## src/rtl/fas_normalize_pack_if.sv

```systemverilog
// Bus between the adder stage and the normalise/round/pack stage.
interface fas_normalize_pack_if;
  logic [32:0] sum_in;
  logic [8:0]  base_e;
  logic        in_valid;
  logic [31:0] result;
  logic        overflow;
  logic        underflow;
  logic        inexact;
  logic        out_valid;

  // Producer side: drives the signed-magnitude sum, observes the packed result.
  modport master (
    output sum_in, base_e, in_valid,
    input  result, overflow, underflow, inexact, out_valid
  );

  // Normaliser side.
  modport slave (
    input  sum_in, base_e, in_valid,
    output result, overflow, underflow, inexact, out_valid
  );
endinterface

```

## src/rtl/fas_normalize_pack.sv

```systemverilog
// Final add/sub stage: normalise a signed-magnitude sum, round to nearest-even
// and pack into IEEE-754 single precision. Two register stages, subnormals
// flushed to signed zero, results held while out_valid is low.
module fas_normalize_pack #(
  parameter int unsigned BIAS  = 127,
  parameter int unsigned POINT = 30
) (
  input  logic                 clk,
  input  logic                 rst,
  fas_normalize_pack_if.slave  bus
);

  localparam int unsigned MAG_W  = 32;
  localparam int unsigned LEAD_W = 5;
  localparam int unsigned E_W    = 11;
  localparam int unsigned FRAC_W = 23;

  // Largest biased exponent (all ones) encodes infinity.
  localparam logic signed [E_W-1:0] E_MAX   = E_W'(2 * BIAS + 1);
  localparam logic signed [E_W-1:0] E_ZERO  = '0;
  localparam logic signed [E_W-1:0] E_POINT = E_W'(POINT);

  // ---------------------------------------------------------------------------
  // Stage 1: leading-one detect, left-justify, exponent adjust
  // ---------------------------------------------------------------------------
  logic [MAG_W-1:0]      mag_c;
  logic [LEAD_W-1:0]     lead_c;

  logic                  s1_valid_q, s1_valid_d;
  logic                  s1_sign_q,  s1_sign_d;
  logic [MAG_W-1:0]      s1_norm_q,  s1_norm_d;
  logic signed [E_W-1:0] s1_exp_q,   s1_exp_d;

  assign mag_c = bus.sum_in[MAG_W-1:0];

  // Index of the highest set magnitude bit (0 when the magnitude is zero).
  always_comb begin
    lead_c = '0;
    for (int i = 0; i < int'(MAG_W); i++) begin
      if (mag_c[i]) lead_c = LEAD_W'(i);
    end
  end

  // Stage-1 next state; holds unless a new operand is qualified.
  always_comb begin
    s1_valid_d = bus.in_valid;
    s1_sign_d  = s1_sign_q;
    s1_norm_d  = s1_norm_q;
    s1_exp_d   = s1_exp_q;
    if (bus.in_valid) begin
      s1_sign_d = bus.sum_in[MAG_W];
      s1_norm_d = mag_c << (LEAD_W'(MAG_W - 1) - lead_c);
      s1_exp_d  = E_W'(bus.base_e) + E_W'(lead_c) - E_POINT;
    end
  end

  // Stage-1 registers.
  always_ff @(posedge clk) begin
    if (rst) begin
      s1_valid_q <= 1'b0;
      s1_sign_q  <= 1'b0;
      s1_norm_q  <= '0;
      s1_exp_q   <= '0;
    end else begin
      s1_valid_q <= s1_valid_d;
      s1_sign_q  <= s1_sign_d;
      s1_norm_q  <= s1_norm_d;
      s1_exp_q   <= s1_exp_d;
    end
  end

  // ---------------------------------------------------------------------------
  // Stage 2: round to nearest-even, classify, pack
  // ---------------------------------------------------------------------------
  logic                  zero_c;
  logic [FRAC_W-1:0]     frac_c;
  logic                  guard_c;
  logic                  sticky_c;
  logic                  lsb_c;
  logic                  round_up_c;
  logic [FRAC_W:0]       frac_inc_c;
  logic                  carry_c;
  logic [FRAC_W-1:0]     frac_rnd_c;
  logic signed [E_W-1:0] exp_rnd_c;

  logic [31:0]           result_q,    result_d;
  logic                  overflow_q,  overflow_d;
  logic                  underflow_q, underflow_d;
  logic                  inexact_q,   inexact_d;
  logic                  out_valid_q, out_valid_d;

  // Rounding datapath; a zero magnitude is the only case with no leading one.
  always_comb begin
    zero_c     = ~s1_norm_q[MAG_W-1];
    frac_c     = s1_norm_q[MAG_W-2:8];
    guard_c    = s1_norm_q[7];
    sticky_c   = |s1_norm_q[6:0];
    lsb_c      = s1_norm_q[8];
    round_up_c = guard_c & (sticky_c | lsb_c);
    frac_inc_c = {1'b0, frac_c} + (FRAC_W + 1)'(round_up_c);
    carry_c    = frac_inc_c[FRAC_W];
    frac_rnd_c = carry_c ? '0 : frac_inc_c[FRAC_W-1:0];
    exp_rnd_c  = s1_exp_q + E_W'(carry_c);
  end

  // Stage-2 next state. Overflow uses the rounded exponent; flush-to-zero
  // uses the exponent before rounding, so a round-up out of E=0 still flushes.
  always_comb begin
    out_valid_d = s1_valid_q;
    result_d    = result_q;
    overflow_d  = overflow_q;
    underflow_d = underflow_q;
    inexact_d   = inexact_q;
    if (s1_valid_q) begin
      if (zero_c) begin
        result_d    = 32'h0000_0000;
        overflow_d  = 1'b0;
        underflow_d = 1'b0;
        inexact_d   = 1'b0;
      end else if (exp_rnd_c >= E_MAX) begin
        result_d    = {s1_sign_q, 8'hFF, 23'h0};
        overflow_d  = 1'b1;
        underflow_d = 1'b0;
        inexact_d   = 1'b1;
      end else if (s1_exp_q <= E_ZERO) begin
        result_d    = {s1_sign_q, 31'h0};
        overflow_d  = 1'b0;
        underflow_d = 1'b1;
        inexact_d   = 1'b1;
      end else begin
        result_d    = {s1_sign_q, exp_rnd_c[7:0], frac_rnd_c};
        overflow_d  = 1'b0;
        underflow_d = 1'b0;
        inexact_d   = guard_c | sticky_c;
      end
    end
  end

  // Stage-2 / output registers.
  always_ff @(posedge clk) begin
    if (rst) begin
      result_q    <= '0;
      overflow_q  <= 1'b0;
      underflow_q <= 1'b0;
      inexact_q   <= 1'b0;
      out_valid_q <= 1'b0;
    end else begin
      result_q    <= result_d;
      overflow_q  <= overflow_d;
      underflow_q <= underflow_d;
      inexact_q   <= inexact_d;
      out_valid_q <= out_valid_d;
    end
  end

  assign bus.result    = result_q;
  assign bus.overflow  = overflow_q;
  assign bus.underflow = underflow_q;
  assign bus.inexact   = inexact_q;
  assign bus.out_valid = out_valid_q;

endmodule

```

## src/flat_wrapper.sv

```systemverilog
// flat-port wrapper written by rule: the top's interface ports become plain ports
module fas_normalize_pack_flat 
#(
  parameter int unsigned BIAS  = 127,
  parameter int unsigned POINT = 30
)
  (clk, rst, bus_sum_in, bus_base_e, bus_in_valid, bus_result, bus_overflow, bus_underflow, bus_inexact, bus_out_valid);
  fas_normalize_pack_if bus_i ();
  input  logic clk;
  input  logic rst;
  input wire logic [$bits(bus_i.sum_in)-1:0] bus_sum_in;
  input wire logic [$bits(bus_i.base_e)-1:0] bus_base_e;
  input wire logic [$bits(bus_i.in_valid)-1:0] bus_in_valid;
  output wire logic [$bits(bus_i.result)-1:0] bus_result;
  output wire logic [$bits(bus_i.overflow)-1:0] bus_overflow;
  output wire logic [$bits(bus_i.underflow)-1:0] bus_underflow;
  output wire logic [$bits(bus_i.inexact)-1:0] bus_inexact;
  output wire logic [$bits(bus_i.out_valid)-1:0] bus_out_valid;
  assign bus_i.sum_in = bus_sum_in;
  assign bus_i.base_e = bus_base_e;
  assign bus_i.in_valid = bus_in_valid;
  assign bus_result = bus_i.result;
  assign bus_overflow = bus_i.overflow;
  assign bus_underflow = bus_i.underflow;
  assign bus_inexact = bus_i.inexact;
  assign bus_out_valid = bus_i.out_valid;
  fas_normalize_pack #(.BIAS(BIAS), .POINT(POINT)) u_core (.clk(clk), .rst(rst), .bus(bus_i));
endmodule
```

## config.mk

```make
export PLATFORM = sky130hd
export DESIGN_NAME = fas_normalize_pack_flat
export DESIGN_NICKNAME = d
export VERILOG_FILES = /design/src/rtl/fas_normalize_pack_if.sv /design/src/rtl/fas_normalize_pack.sv /design/src/flat_wrapper.sv
export SDC_FILE = /design/constraint.sdc
export NUM_CORES = 1
export LEC_CHECK = 0
export CAP_MARGIN = 20
export CELL_PAD_IN_SITES_DETAIL_PLACEMENT = 0
export CELL_PAD_IN_SITES_GLOBAL_PLACEMENT = 1
export CORE_MARGIN = 1.5
export CORE_UTILIZATION = 35
export CTS_CLUSTER_SIZE = 30
export DETAILED_ROUTE_END_ITERATION = 10
export HOLD_SLACK_MARGIN = 0.12
export MAX_ROUTING_LAYER = met4
export PLACE_DENSITY = 0.66
export SYNTH_ARGS = -nofsm -noshare
export SYNTH_HDL_FRONTEND = slang
export SYNTH_SLANG_ARGS = --single-unit
```

## constraint.sdc

```tcl
create_clock -name clk -period 6.45 [get_ports clk]
set_clock_uncertainty 0.1 [all_clocks]
set_input_delay 1.29 -clock clk [delete_from_list [all_inputs] [get_ports clk]]
set_output_delay 1.29 -clock clk [all_outputs]
set_load 0.05 [all_outputs]
```

[Word level (Yosys, flattened, before mapping)]
Cells that the tools add are included.
Widths: inputs -> output; s select.
Operators by class
  add/subtract/negate cells: 5
  $lt $le $gt $ge: 2
  shifts and indexed selects: 1
  muxes and demuxes: 43
  bitwise operators: 3
  reduce and logical (&&, ||, !) cells: 1
Operators with widths (count)
  $mux 5: 16
  $mux 31: 2
  $mux 32: 1
  $mux 4: 8
  $shl 32x5->32: 1
  $add 23x1->24: 1
  $mux 23: 1
  $mux 3: 4
  $add 11x1->11: 1
  $ge 11x9->1 const B: 1
  $le 11x1->1 const B: 1
  $sub 11x5->11 const B: 1
  $add 9x5->10: 1
  $mux 1: 9
  $reduce_or 7->1: 1
  $sub 5x5->5 const A: 1
  $mux 2: 2
  $or 1x1->1: 2
  $and 1x1->1: 1
Storage, ports and cells
  flip-flop bits (word level): 81
  input bits: 45
  output and inout bits: 36
  logic and storage cells: 64

[Depth between registers and ports, before layout]
  depth in word-level cells: 33
  mapped depth: 21
  mapped depth without buffers: 20

[Worst setup path after synthesis]
OpenSTA, ideal clock, no wires.
  path kind: input to register
  start: input bus_sum_in[26]
  end: register u_core.s1_exp_q[8]
  library setup time: 0.131 ns
  arrival: 4.663 ns
  required time: 6.219 ns
  setup slack: 1.555 ns
  stages: 16
  path buffers: 2
  path through: buf_2 -> or2_1 -> a211oi_4 -> o2111ai_2 -> nand2_4 -> inv_2 -> buf_1 -> fa_1 -> a21o_1 -> a21oi_1 -> nor2b_1 -> o21ai_0 -> xor2_1 -> nor4bb_1 -> xor2_1 -> o21ai_0
On the way
  longest elaborated chain between the ends: 8
RTL lines
  from (decl): line flat_wrapper.sv:11  | input wire logic [$bits(bus_i.sum_in)-1:0] bus_sum_in;
  $mux 5 (6 in series): line fas_normalize_pack.sv:40  | if (mag_c[i]) lead_c = LEAD_W'(i);
  $add 9x5->10: line fas_normalize_pack.sv:53  | s1_exp_d = E_W'(bus.base_e) + E_W'(lead_c) - E_POINT;
  $sub 11x5->11: line fas_normalize_pack.sv:53
  to (signal assigned): line fas_normalize_pack.sv:68  | s1_exp_q <= s1_exp_d;
  to (decl): line fas_normalize_pack.sv:32  | logic signed [E_W-1:0] s1_exp_q, s1_exp_d;
No other way between the ends.
A chain may end at the register's enable or synchronous reset.

[Final worst setup path]
  start: input bus_sum_in[22]
  end: register u_core.s1_exp_q[8]
On the way
  longest elaborated chain between the ends: 12
RTL lines (line)
  $mux 5 (10 in series): fas_normalize_pack.sv:40
  $add 9x5->10: fas_normalize_pack.sv:53
  $sub 11x5->11: fas_normalize_pack.sv:53
No other way between the ends.

==> impl_metrics.tcl <==
set metrics [dict create \
    initial_core_util_pct 36.1 \
    synth_seq_cells 81 \
    syn_nets 815 \
    power.leakage_nw 2.66 \
    hpwlAfterDp_mm 15.6 \
    die_h_microns 134 \
    cts_resized 0 \
    worst-setup-path-type "input port to register" \
    grt_max_degree 43 \
    cp.required_ns 6.55 \
    first_global_vias 5762 \
    ys_seq_area_share_pct 27.0 \
    outcome "finished clean" \
    clk_latency_ns 0.34 \
    port-buffer-count 80 \
    setup_viol 0 \
    ys.flop_type "dfxtp_1" \
    synth.top_cells.by_area "dfxtp_1 27%, mux2i_1 6.7%, nand2_1 5.4%" \
    drc 0 \
    swShare_pct 31.1 \
    cts_tree "built" \
    p_sw_mw 0.461 \
    wl_mm 20.7 \
    dr.pass1.iters 8 \
    gp_congestion 0.943 \
    ys_top_cells_by_count "87 x nand2_1, 81 x dfxtp_1, 66 x nor2_1" \
    cts.htree.levels 3 \
    combPwrFrac_pct 24.7 \
    grtUsageTotal_pct 24.0 \
    irDropWorstVdd_uv 121 \
    synthArstFlopShare_pct 0 \
    cp_max_fo 15 \
    cts_buffers 9 \
    synth_edf_count 0 \
    synth_cell_types 88 \
    core_sq_mm 0.0166 \
    vias 6087 \
    ant_nets 0 \
    via_per_inst 5.85 \
    finalHoldViolCount 0 \
    drive_above_1_share_pct 7.80 \
    p_int_mw 1.02 \
    ctsLongestPathBuffers 2 \
    slew_headroom_pct 46.7 \
    antenna_found_initial 0 \
    avgSynthCellArea_sq_um 7.91 \
    cellPowerDensity_mw_per_mm2 205 \
    netlist_instances 759 \
    cts_hold_buf 0 \
    arrival_ns 5.28 \
    wire_per_inst_microns 19.9 \
    crit_path_start_kind "input port" \
    clk_pin_slew_ns 0.06 \
    slew_viol_final 0 \
    cts_setup_buffers 0 \
    yosysMostFrequentCell "nand2_1" \
    gr-total-overflow 0 \
    rsz0062_at_grt "false" \
    post-route-min-period_ns 5.18 \
    hold_class "register to register" \
    pwr-share-clk_pct 37.5 \
    dieWidth_microns 134 \
    fmax_mhz 193 \
    antenna_cells 0 \
    grt_pass1_wl_mm 32.8 \
    row_count 47 \
    synth_largest_area_cell "dfxtp_1" \
    max_cap_violations 0 \
    pwr-share-seq_pct 37.8 \
    dieArea_sq_mm 0.0179 \
    yosysWarnings 0 \
    fin_util_pct 43.5 \
    syn_to_final_growth_pct 20.5 \
    ios 81 \
    endpoint_kind "register" \
    drt_iter0_drc 423 \
    clock_sinks 81 \
    netlist_area_sq_mm 0.00600 \
    cts-root-buf "clkbuf_16" \
    tns_ns 0 \
    synth_top_area_share_pct 27.0 \
    final.period_utilization_pct 80.3 \
    tightest_slew_ns 0.777 \
    final_nets 872 \
]
registers in the layout, indices dropped and copies added, names as in the netlist:
| name | flops |
|---|---|
| u_core.s1_norm_q | 32 |
| u_core.s1_sign_q | 1 |
| u_core.out_valid_d | 1 |
| u_core.s1_exp_q | 11 |
| u_core.bus.result | 32 |
| u_core.bus.out_valid | 1 |
| u_core.bus.inexact | 1 |
| u_core.bus.overflow | 1 |
| u_core.bus.underflow | 1 |
power by group through the flow:
stage               sequential, mW  clock (mW)  combinational [mW]
global route                 0.566       0.590               0.398
global placement             0.572           0               0.359
detailed placement           0.573           0               0.360
CTS                          0.561       0.566               0.362
floorplan                    0.574           0               0.229
finish                       0.562       0.557               0.367
critical path, cell delays in order:
cell             delay, ns
clkdlybuf4s50_1       0.60
nor4_1                0.56
o21ai_0               0.26
a21bo_2               0.39
nand2_4               0.10
inv_2                 0.05
ha_1                  0.26
a21o_1                0.17
a21oi_1               0.30
xnor2_1               0.18
and3_1                0.23
a21oi_1               0.26
nor4bb_1              0.37
xor2_1                0.18
o21ai_0               0.08
layout make-up:
cell class | count | area [sq um]
Timing Repair Buffer | 94 | 913
Clock buffer | 10 | 239
Clock inverter | 6 | 91.3
Tap cell | 220 | 275
Sequential cell | 81 | 1620
Multi-Input combinational cell | 611 | 4020
Fill cell | 1698 | 9410
Inverter | 19 | 76.3
layer usage:
layer	GRT usage, %	share of wire, %	vias to the layer above
met1	32.8	48	2930
met2	38.2	46	201
li1	-	-	2934
met3	2.38	4.9	22
met4	5.43	1.4	0
met5	-	0	-
placed cells by master, fill, tap and decap left out, types with 10 or more instances in the layout:
cell type	count
clkdlybuf4s50_1	80
dfxtp_1	81
a211oi_1	10
ha_1	10
mux2i_1	40
inv_1	15
nor2_1	65
a21oi_1	41
nand3_1	45
mux2_2	10
a22oi_1	20
and3_1	10
buf_4	13
xnor2_1	16
xor2_1	22
nor4_1	11
nand2_1	87
o21ai_0	48
nor3_1	17
path summary, 6_finish.rpt:
kind / startpoint / endpoint / slack [ns] / depth (start not counted)
worst min register to register: u_core.bus.result[1] / u_core.bus.result[1] / 0.35 / 2
worst max register to register: u_core.s1_norm_q[0] / u_core.bus.result[7] / 1.79 / 20
worst min-delay path: u_core.bus.result[1] / u_core.bus.result[1] / 0.35 / 2
worst max-delay path: bus_sum_in[22] / u_core.s1_exp_q[8] / 1.27 / 15
metrics by stage:
stage	area, sq um	hold WS [ns]	total power, mW	instances	setup slack (ns)
3_5_place_dp	6890	0.345	0.933	1024	1.01
2_1_floorplan	6000	0.341	0.803	759	1.56
4_1_cts	7220	0.358	1.49	1040	1.35
5_1_grt	7230	0.372	1.55	1041	0.867
3_3_place_gp	6890	0.339	0.931	1024	1.04
6_report	7230	0.350	1.49	1041	1.27
cells by family after synthesis:
group	Yosys count	synth area share, %
simple gates	283	22.6
compound gates	222	25.8
buf+inv	67	6.23
flops	81	27.0
mux	57	10.4
fa+ha+maj	11	2.42
xor+xnor	38	5.54
Note: power is estimated with default switching activity, not from simulation.
